### config.mk
export PLATFORM = sky130hd
export DESIGN_NAME = ws2812b_tx
export DESIGN_NICKNAME = d
export VERILOG_FILES = /design/src/rtl/ws2812b_tx.sv
export SDC_FILE = /design/constraint.sdc
export NUM_CORES = 1
export LEC_CHECK = 0
export CORE_UTILIZATION = 41
export DETAILED_ROUTE_END_ITERATION = 8
export GPL_TIMING_DRIVEN = 0
export PLACE_DENSITY_LB_ADDON = 0.05
export SLEW_MARGIN = 0
export SYNTH_ARGS = -nofsm -noshare
export SYNTH_HDL_FRONTEND = slang
export SYNTH_SLANG_ARGS = --single-unit
### constraint.sdc
create_clock -name clk -period 3 [get_ports clk]
set_input_delay 0.45 -clock clk [delete_from_list [all_inputs] [get_ports clk]]
set_output_delay 0.45 -clock clk [all_outputs]
set_load 0.05 [all_outputs]
### src/rtl/ws2812b_tx.sv
// WS2812B single-wire NRZ transmitter for a ring of N_LEDS LEDs.
// One frame per accepted start: the LED mask and intensity are captured. The
// bits go out as G, R, B per LED, with LED 0 first and each byte MSB first.
// The line is then held low for the latch period.
module ws2812b_tx #(
  parameter int N_LEDS = 12,
  parameter int T_BIT  = 50,
  parameter int T0H    = 16,
  parameter int T1H    = 32,
  parameter int T_RES  = 12000
) (
  input  logic              clk,
  input  logic              res,
  input  logic              start,
  input  logic [N_LEDS-1:0] led_mask,
  input  logic [7:0]        intensity,
  output logic              dout,
  output logic              busy,
  output logic              done
);

  // Counter widths. Each LED counter has room for one value past its
  // terminal count, so index arithmetic never wraps.
  localparam int CYC_W = $clog2(T_BIT);
  localparam int LED_W = $clog2(N_LEDS + 1);
  localparam int RES_W = $clog2(T_RES + 1);
  localparam int PAD_W = 1 << LED_W;

  localparam logic [CYC_W-1:0] LAST_CYC = CYC_W'(T_BIT - 1);
  localparam logic [CYC_W-1:0] T0H_C    = CYC_W'(T0H);
  localparam logic [CYC_W-1:0] T1H_C    = CYC_W'(T1H);
  localparam logic [LED_W-1:0] LAST_LED = LED_W'(N_LEDS - 1);
  localparam logic [RES_W-1:0] LAST_RES = RES_W'(T_RES - 1);
  localparam logic [4:0]       LAST_SUB = 5'd23;

  // Reject timing parameters that cannot form a valid bit waveform.
  generate
    if (!(N_LEDS >= 1 && T0H > 0 && T1H > T0H && T_BIT > T1H && T_RES >= 1)) begin : g_param_check
      $error("ws2812b_tx: require N_LEDS>=1, 0<T0H<T1H<T_BIT, T_RES>=1");
    end
  endgenerate

  typedef enum logic [1:0] {IDLE, SEND, LATCH} state_t;

  state_t              state_reg, state_next;
  logic [CYC_W-1:0]    cyc_reg, cyc_next;    // cycle within the current bit
  logic [4:0]          sub_reg, sub_next;    // bit within the current LED, 0..23
  logic [LED_W-1:0]    led_reg, led_next;    // LED index
  logic [RES_W-1:0]    lat_reg, lat_next;    // latch-period cycle counter
  logic [N_LEDS-1:0]   mask_reg, mask_next;  // frame snapshot of led_mask
  logic [7:0]          int_reg, int_next;    // frame snapshot of intensity
  logic                dout_reg, dout_next;
  logic                busy_reg, busy_next;
  logic                done_reg, done_next;

  // Mask zero-padded to a power of two so any led index is in range.
  logic [PAD_W-1:0]    mask_pad;
  logic                bit_next;
  logic [CYC_W-1:0]    thigh_next;

  assign mask_pad = PAD_W'(mask_next);
  assign dout     = dout_reg;
  assign busy     = busy_reg;
  assign done     = done_reg;

  // State and datapath registers; reset returns everything to idle with no done.
  always_ff @(posedge clk) begin
    if (res) begin
      state_reg <= IDLE;
      cyc_reg   <= '0;
      sub_reg   <= '0;
      led_reg   <= '0;
      lat_reg   <= '0;
      mask_reg  <= '0;
      int_reg   <= '0;
      dout_reg  <= 1'b0;
      busy_reg  <= 1'b0;
      done_reg  <= 1'b0;
    end else begin
      state_reg <= state_next;
      cyc_reg   <= cyc_next;
      sub_reg   <= sub_next;
      led_reg   <= led_next;
      lat_reg   <= lat_next;
      mask_reg  <= mask_next;
      int_reg   <= int_next;
      dout_reg  <= dout_next;
      busy_reg  <= busy_next;
      done_reg  <= done_next;
    end
  end

  // Next-state logic. The dout value is computed for the cycle that the
  // registers are about to enter, so the line comes straight from a flop.
  always_comb begin
    state_next = state_reg;
    cyc_next   = cyc_reg;
    sub_next   = sub_reg;
    led_next   = led_reg;
    lat_next   = lat_reg;
    mask_next  = mask_reg;
    int_next   = int_reg;
    busy_next  = busy_reg;
    done_next  = 1'b0;
    dout_next  = 1'b0;
    bit_next   = 1'b0;
    thigh_next = T0H_C;

    case (state_reg)
      IDLE: begin
        busy_next = 1'b0;
        if (start) begin
          state_next = SEND;
          mask_next  = led_mask;
          int_next   = intensity;
          cyc_next   = '0;
          sub_next   = '0;
          led_next   = '0;
          busy_next  = 1'b1;
        end
      end
      SEND: begin
        busy_next = 1'b1;
        if (cyc_reg == LAST_CYC) begin
          cyc_next = '0;
          if (sub_reg == LAST_SUB) begin
            sub_next = '0;
            if (led_reg == LAST_LED) begin
              state_next = LATCH;
              led_next   = '0;
              lat_next   = '0;
            end else begin
              led_next = led_reg + 1'b1;
            end
          end else begin
            sub_next = sub_reg + 1'b1;
          end
        end else begin
          cyc_next = cyc_reg + 1'b1;
        end
      end
      LATCH: begin
        busy_next = 1'b1;
        if (lat_reg == LAST_RES) begin
          state_next = IDLE;
          lat_next   = '0;
          busy_next  = 1'b0;
          done_next  = 1'b1;
        end else begin
          lat_next = lat_reg + 1'b1;
        end
      end
      default: begin
        state_next = IDLE;
        busy_next  = 1'b0;
      end
    endcase

    // Each 8-bit channel is sent MSB first, and sub[2:0] is the position
    // within that channel. An unlit LED sends zeros.
    if (state_next == SEND) begin
      bit_next   = mask_pad[led_next] & int_next[~sub_next[2:0]];
      thigh_next = bit_next ? T1H_C : T0H_C;
      dout_next  = (cyc_next < thigh_next);
    end
  end

endmodule

# == Yosys cells after proc, flatten, opt, wreduce, memory -nomap -nowiden ==
# Cells that the tools add are included.
# classes
n_addsub,4
n_lt_le_gt_ge,3
eq_ne,11
mux,36
n_bitwise,4
reduce_logical,7
# op_table
op,n
14-bit 2-to-1 mux,4
14-bit one-hot mux with 2 select lines,1
12-bit 2-to-1 mux,2
6-bit 2-to-1 mux,3
4-bit 2-to-1 mux,4
8-bit 2-to-1 mux,2
5-bit 2-to-1 mux,3
"14-bit by 1-bit adder with 14-bit output, second input constant",1
"14-bit == test, second input constant",1
6-bit one-hot mux with 2 select lines,1
2-bit 2-to-1 mux,5
5-bit one-hot mux with 2 select lines,1
"2-bit != test, second input constant",4
4-bit one-hot mux with 2 select lines,1
"6-bit by 1-bit adder with 6-bit output, second input constant",1
"6-bit == test, second input constant",1
6-bit < comparator,1
2-bit one-hot mux with 3 select lines,1
"5-bit by 1-bit adder with 5-bit output, second input constant",1
"5-bit == test, second input constant",1
"4-bit by 5-bit < comparator with 1-bit output, second input constant",1
1-bit 2-to-1 mux,5
"4-bit by 1-bit adder with 4-bit output, second input constant",1
1-bit binary-select mux with 4-bit select,1
other kinds (14),18
# word_totals
regBits,54
input_bits,23
wordCells,76

# == Depth between registers and ports, before layout ==
# Gate-level depths: netlist (run 1).
# depth
depth_word,10
ltp_mapped,14
depth_no_buf,14

# == Worst setup path after synthesis (run 1) ==
# No wires, ideal clock.
# synth_timing
path_type,register to register
start,register cyc_reg[3]
end,register dout_reg (netlist: dout)
t_arrival_ps,2994
t_required_ps,2885
path_slack_ps,-109
path_stages_with_launch,12
n_path_buf,1
synth_period_minus_slack_ps,3109
cell_sequence,dfxtp_1 -> or3b_1 -> buf_6 -> or4_1 -> a32oi_1 -> a311oi_1 -> a211o_1 -> a32o_1 -> ha_1 -> nor2_1 -> a41o_1 -> a31o_1
# synth_between
elab_chain_cells,9
elab_cells_between_ends,22
# synth_rtl
item,line,text
from (decl),46,"logic [CYC_W-1:0] cyc_reg, cyc_next;"
from (signal assigned),81,cyc_reg <= cyc_next;
branches (longest 9 deep; another with 6-bit < comparator),-,
to (signal assigned),87,dout_reg <= dout_next;
to (decl),52,"logic dout_reg, dout_next;"
# Several ways; the timed one is not identified. The select of a mux whose other input is x is not followed.
# A chain may end at the register's enable or synchronous reset.

# == Worst setup path in the final report (run 1) ==
# Ends and elaborated chain as after synthesis.

==> impl_metrics.toml, run 1 <==
[floorplan]
rows = 30
die_w_um = 85.34
start_util_pct = 42.15
io_pins = 26
core_sq_um = 6756
die_h_um = 85.34
die_area_sq_um = 7283

[yosys]
synthArstFlopShare_pct = 0
ys_ff_latch = 54
synth_flop_cell = "dfxtp_1"
yosysSeqAreaShare_pct = 37.96
syn-mean-instance-area_sq_um = 7.823
synth_edf_count = 0
synthCells = 364
synthDistinctLibCells = 53
synth_nets = 393
synth_warnings = 0
syn_area_sq_um = 2848

[final_layout]
syn2layout_area_growth_pct = 23.42
final_cells = 490
antenna_cells = 0
design_area_sq_um = 3515
fillers = 669
layout.nets = 440
multiInputGateArea_sq_um = 1759
seqCellArea_sq_um = 1090
layout_commonest_cell = "nand2_1"
drive_above_1_share_pct = 12.44
largest_reg_flops = 14
final_cell_mix = "nand2_1, dfxtp_1, a21oi_1, nor2_1, clkdlybuf4s50_1"
utilization_pct = 52.02

[setup_path]
cp_max_fo = 5
critPathKind = "reg2reg"
critPathLaunchType = "register"
required_ps = 3200
cp.arrival_ps = 3430
end_kind = "register"

[timing]
maxClockFrequency_mhz = 310.2
fin_ws_ps = -223.8
tightest_slew_ps = 674.9
finalMaxSlewViolations = 0
fin_crit_ps = 3224
hold_viol_final = 0
fin_crit_sh_pct = 107.5
max-slew-margin-rel_pct = 55.01
clock-skew-final_ps = 7.676
rsz0062_at_grt = "true"
fin_hold_ws_ps = 456.9
setup-violations-final = 1

[hold_path]
hold_class = "reg2reg"

[global_route]
grt_pass1_vias = 2706
overflow = 0
grt_max_degree = 15
antenna_found_initial = 0
grt_pass1_wl_mm = 12.77
track_usage_pct = 21.90

[outcome]
violations = "setup timing"
status = "complete, but fails checks"

[clock_network]
h-tree-depth = 2
clockBufferDepth = 2
cts_root_buf = "clkbuf_8"
cts.clk_slew.worst_paths_ps = 90
cts_made_buffers = 5
clock-sinks = 54
cts_tree = "done"
clkLatencyLatePin_ps = 310
hold_buffers = 0

[power]
leakagePower_nw = 1.275
peakVddDrop_mv = 0.1904
power_density_nw_per_um2 = 378.3

[place]
dp.cells = 468
placed_cell_area_sq_um = 3199
gp_congestion = 0.8077
hpwlAfterDp_mm = 5.279
io_buffers = 24

[routing]
drcViolationCount = 0
first_pass_iters = 4
drt-total-wl_mm = 7.481
viasPerCell = 5.692
drt_iter0_markers = 144
wire_per_inst_um = 15.27
ant_nets = 0
dr_total_vias = 2789

[job]
maxCapViolCount = 0
-- final timing paths --
path                            from                    end  slack [ps]  cells past startpoint
max reg2reg  cyc_reg[3]$_SDFFE_PP0P_        dout$_SDFF_PP0_        -220                     12
min reg2reg    int_reg[1]$_SDFF_PP0_  int_reg[1]$_SDFF_PP0_         460                      2
min            int_reg[1]$_SDFF_PP0_  int_reg[1]$_SDFF_PP0_         460                      2
max          cyc_reg[3]$_SDFFE_PP0P_        dout$_SDFF_PP0_        -220                     12
-- stage by stage --
stage	setup TNS (ps)	power, mW	worst slack [ps]
floorplan	-105.1	0.8650	-105.1
global placement	-787.4	0.9300	-787.4
detailed placement	-777.3	0.9314	-777.3
CTS	-221.0	1.342	-221.0
global route	-341.1	1.393	-341.1
finish	-223.8	1.329	-223.8
-- layout make-up --
class / instances / share of cell area, %
Buffer: 18 / 2.385
Clock buffer: 6 / 2.350
Inverter: 5 / 0.5340
Multi-Input combinational cell: 286 / 50.05
Sequential cell: 54 / 31.01
Tap cell: 80 / 2.848
Timing Repair Buffer: 41 / 10.82
-- kinds of logic after synthesis --
logic type / Yosys count / synth area share, %
adders and majority gates: 6 / 2.636
AOI/OAI and AO/OA: 108 / 23.95
DFF: 54 / 37.96
and+or+nand+nor: 166 / 29.57
muxes: 6 / 2.197
buffers and inverters: 24 / 3.691
-- critical path, cell delays in order, from the launching register on --
cell and delay, ps:
dfxtp_2 330, or3b_1 380, buf_6 150, or4_4 550, a32o_2 300, a211oi_2 140
a211oi_1 70, a211o_1 310, a32o_1 220, ha_1 270, nor2_1 40, a41o_1 200
a31o_1 190
-- synth_stat cells (all sizes together) (6+ instances only) --
cell type	number	area share (%)
a211oi	6	1.6
a21oi	45	7.9
a31oi	6	1.3
and3	7	1.5
clkbuf	16	2.1
dfxtp	54	38
ha	6	2.6
nand2	61	8.0
nand3	11	1.9
nor2	37	4.9
o211ai	8	2.1
o21ai	15	2.6
or4	7	2.0
-- layer usage --
layer  routed length, um  global-route usage, %
met5                   0                      0
met4                  80                  5.606
met3                 212                  3.016
met2                3584                  38.12
met1                3604                  28.60
-- where the power goes --
group | total (mW) | internal (mW) | switching [mW]
sequential | 0.751 | 0.738 | 0.0125
clock | 0.410 | 0.179 | 0.231
combinational | 0.169 | 0.0728 | 0.0964
total | 1.33 | 0.990 | 0.340
-- what timing repair did --
item,4_1_cts,5_1_grt
hold endpoints to repair,0,0
setup buffers,13,4
resized for setup,15,7
pin swaps,7,7
endpoints found under the setup margin,1,1
No activity file was read; power rests on OpenSTA's default activity.
==> run 2, diff against run 1 <==
Settings changed: GPL_ROUTABILITY_DRIVEN set to 0.
Clock period 3 ns to 2.96 ns, I/O delays scaled along.
==> results of run 2 <==
The final DEF is identical to that of run 1. Status: complete, but fails checks: setup timing.
Among the figures that moved: setup slack after placement -777.3 ps -> -811.3 ps; setup slack after layout -223.8 ps -> -263.8 ps; setup TNS -223.8 ps -> -263.8 ps; register-to-register setup slack -220 ps -> -260 ps; total power 1.329 mW -> 1.347 mW; worst IR drop on VDD 0.1904 mV -> 0.1930 mV
==> run 3, diff against run 2 <==
Settings changed: REMOVE_ABC_BUFFERS set to 1.
Clock period 2.96 ns to 2.7 ns, I/O delays scaled along.
==> impl_metrics.toml, run 3 (synthesized netlist as in run 1, its figures left out) <==
[power]
comb_power_share_pct = 13.4
p_sw_share_pct = 25.51
p_seq_share_pct = 57.1
leakagePower_nw = 1.282
power_density_nw_per_um2 = 413.0
p_total_mw = 1.464
internal_power_mw = 1.091
clockPowerShare_pct = 29.5
power.switching_uw = 373.5
peakVddDrop_mv = 0.2186

[routing]
drcViolationCount = 0
drt-total-wl_mm = 7.080
first_pass_iters = 4
dr_total_vias = 2766
viasPerCell = 5.775
drt_iter0_markers = 98
ant_nets = 0
wire_per_inst_um = 14.78

[clock_network]
cts_tree = "done"
cts.clk_slew.worst_paths_ps = 90
h-tree-depth = 2
clkLatencyLatePin_ps = 300
clock-sinks = 54
cts_root_buf = "clkbuf_8"
clockBufferDepth = 2
cts_made_buffers = 5

[setup_path]
cp_cell_sequence = "or3b_4 > or4_4 > a32o_2 > a211oi_2 > a211oi_1 > a211o_1 > a32o_1 > ha_1 > nor2_1 > a41o_1 > a31o_1"
cp.arrival_ps = 3380
critPathLaunchType = "register"
rr_startpoint = "cyc_reg[2]$_SDFFE_PP0P_"
cpPeakStageDelay_ps = 550
required_ps = 2900
cpMaxStageDelayCell = "or4_4"
cp_top_family = "compound AO/OA/AOI/OAI gates"
r2r_slack_ps = -470
critPathKind = "reg2reg"
r2r-end = "dout$_SDFF_PP0_"
end_kind = "register"
crit_buf_inv = 0
reg2reg_depth = 11
cp_max_fo = 6

[timing]
rsz0062_at_grt = "true"
clock-skew-final_ps = 7.173
fin_ws_ps = -472.4
tightest_slew_ps = 937.8
fin_crit_sh_pct = 117.5
finalMaxSlewViolations = 0
setup-violations-final = 1
fin_crit_ps = 3172
max-slew-margin-rel_pct = 37.48
maxClockFrequency_mhz = 315.2
hold_viol_final = 0

[place]
dp.cells = 453
io_buffers = 25
hpwlAfterDp_mm = 4.673
pre_cts_slack_ps = -1152

[final_layout]
drive_above_1_share_pct = 15.29
syn2layout_area_growth_pct = 24.47
final_cells = 479
utilization_pct = 52.46
fillers = 663
largest_reg_flops = 14
final_cell_mix = "nand2_1, dfxtp_1, a21oi_1, nor2_1, clkdlybuf4s50_1"
antenna_cells = 0
layout_commonest_cell = "nand2_1"
layout.nets = 428

[global_route]
grt_max_degree = 28
overflow = 0
antenna_found_initial = 0
track_usage_pct = 20.39
grt_pass1_wl_mm = 12.10
grt_pass1_vias = 2533

[floorplan]
rows = 30
die_area_sq_um = 7283
core_sq_um = 6756
die_w_um = 85.34
die_h_um = 85.34
io_pins = 26
start_util_pct = 42.15

[hold_path]
min_from = "int_reg[4]$_SDFF_PP0_"
whs_endpoint = "int_reg[4]$_SDFF_PP0_"
hold-path-cell-count = 2
hold_class = "reg2reg"

[job]
maxCapViolCount = 0

[outcome]
status = "complete, but fails checks"
violations = "setup timing"
-- run 3: per-stage QoR --
step                      setup TNS (ps)  hold WS [ps]  area (sq um)
final                             -472.4         456.7          3545
after global routing              -613.3         481.2          3545
after CTS                         -445.3         460.1          3437
after detailed placement           -1152         446.7          3162
after global placement            -24910         442.4          3112
after floorplan                   -735.6         426.8          2761
-- run 3: cell type report --
class | instances | area, sq um | share of cell area, %
Sequential cell | 54 | 1099 | 30.99
Inverter | 5 | 18.77 | 0.5295
Multi-Input combinational cell | 287 | 1802 | 50.83
Clock buffer | 7 | 76.32 | 2.153
Tap cell | 80 | 100.1 | 2.824
Timing Repair Buffer | 46 | 449.2 | 12.67
-- run 3: layer usage --
metal | track usage [%] | share of wire, %
met1 | 28.67 | 51
met2 | 33.43 | 46
met5 | 0 | 0
met3 | 3.210 | 2.6
met4 | 3.636 | 0.61
-- run 3: what timing repair did --
item                       in CTS  in global routing
pin swaps                       9                  9
setup endpoints to repair       1                  2
resized for setup              26                 12
buffers inserted               12                  6
gates cloned                    1                  0
hold buffers                    0                  0
-- run 3: power by group through the flow --
stage	Clock [mW]	Combinational, mW	Sequential (mW)
2_1_floorplan	0	0.0817	0.864
3_3_place_gp	0	0.169	0.856
3_5_place_dp	0	0.179	0.856
4_1_cts	0.453	0.193	0.838
5_1_grt	0.486	0.217	0.841
6_report	0.432	0.196	0.836
-- run 3: how the worst max path moves through the flow --
| stage | start | end | cells past startpoint |
|---|---|---|---|
| 4_1_cts | cyc_reg[2]$_SDFFE_PP0P_ | dout$_SDFF_PP0_ | 11 |
| 3_3_place_gp | start | dout$_SDFF_PP0_ | 11 |
| 5_1_grt | sub_reg[1]$_SDFF_PP0_ | dout$_SDFF_PP0_ | 14 |
| 3_5_place_dp | start | dout$_SDFF_PP0_ | 12 |
| 6_report | cyc_reg[2]$_SDFFE_PP0P_ | dout$_SDFF_PP0_ | 11 |
| 2_1_floorplan | state_reg[0]$_SDFF_PP0_ | dout$_SDFF_PP0_ | 9 |
-- run 3: tightest hold or removal path, cell delays in order (launching register included) --
cell and delay (ps):
dfxtp_1 320, nand2_1 50, a21oi_1 50
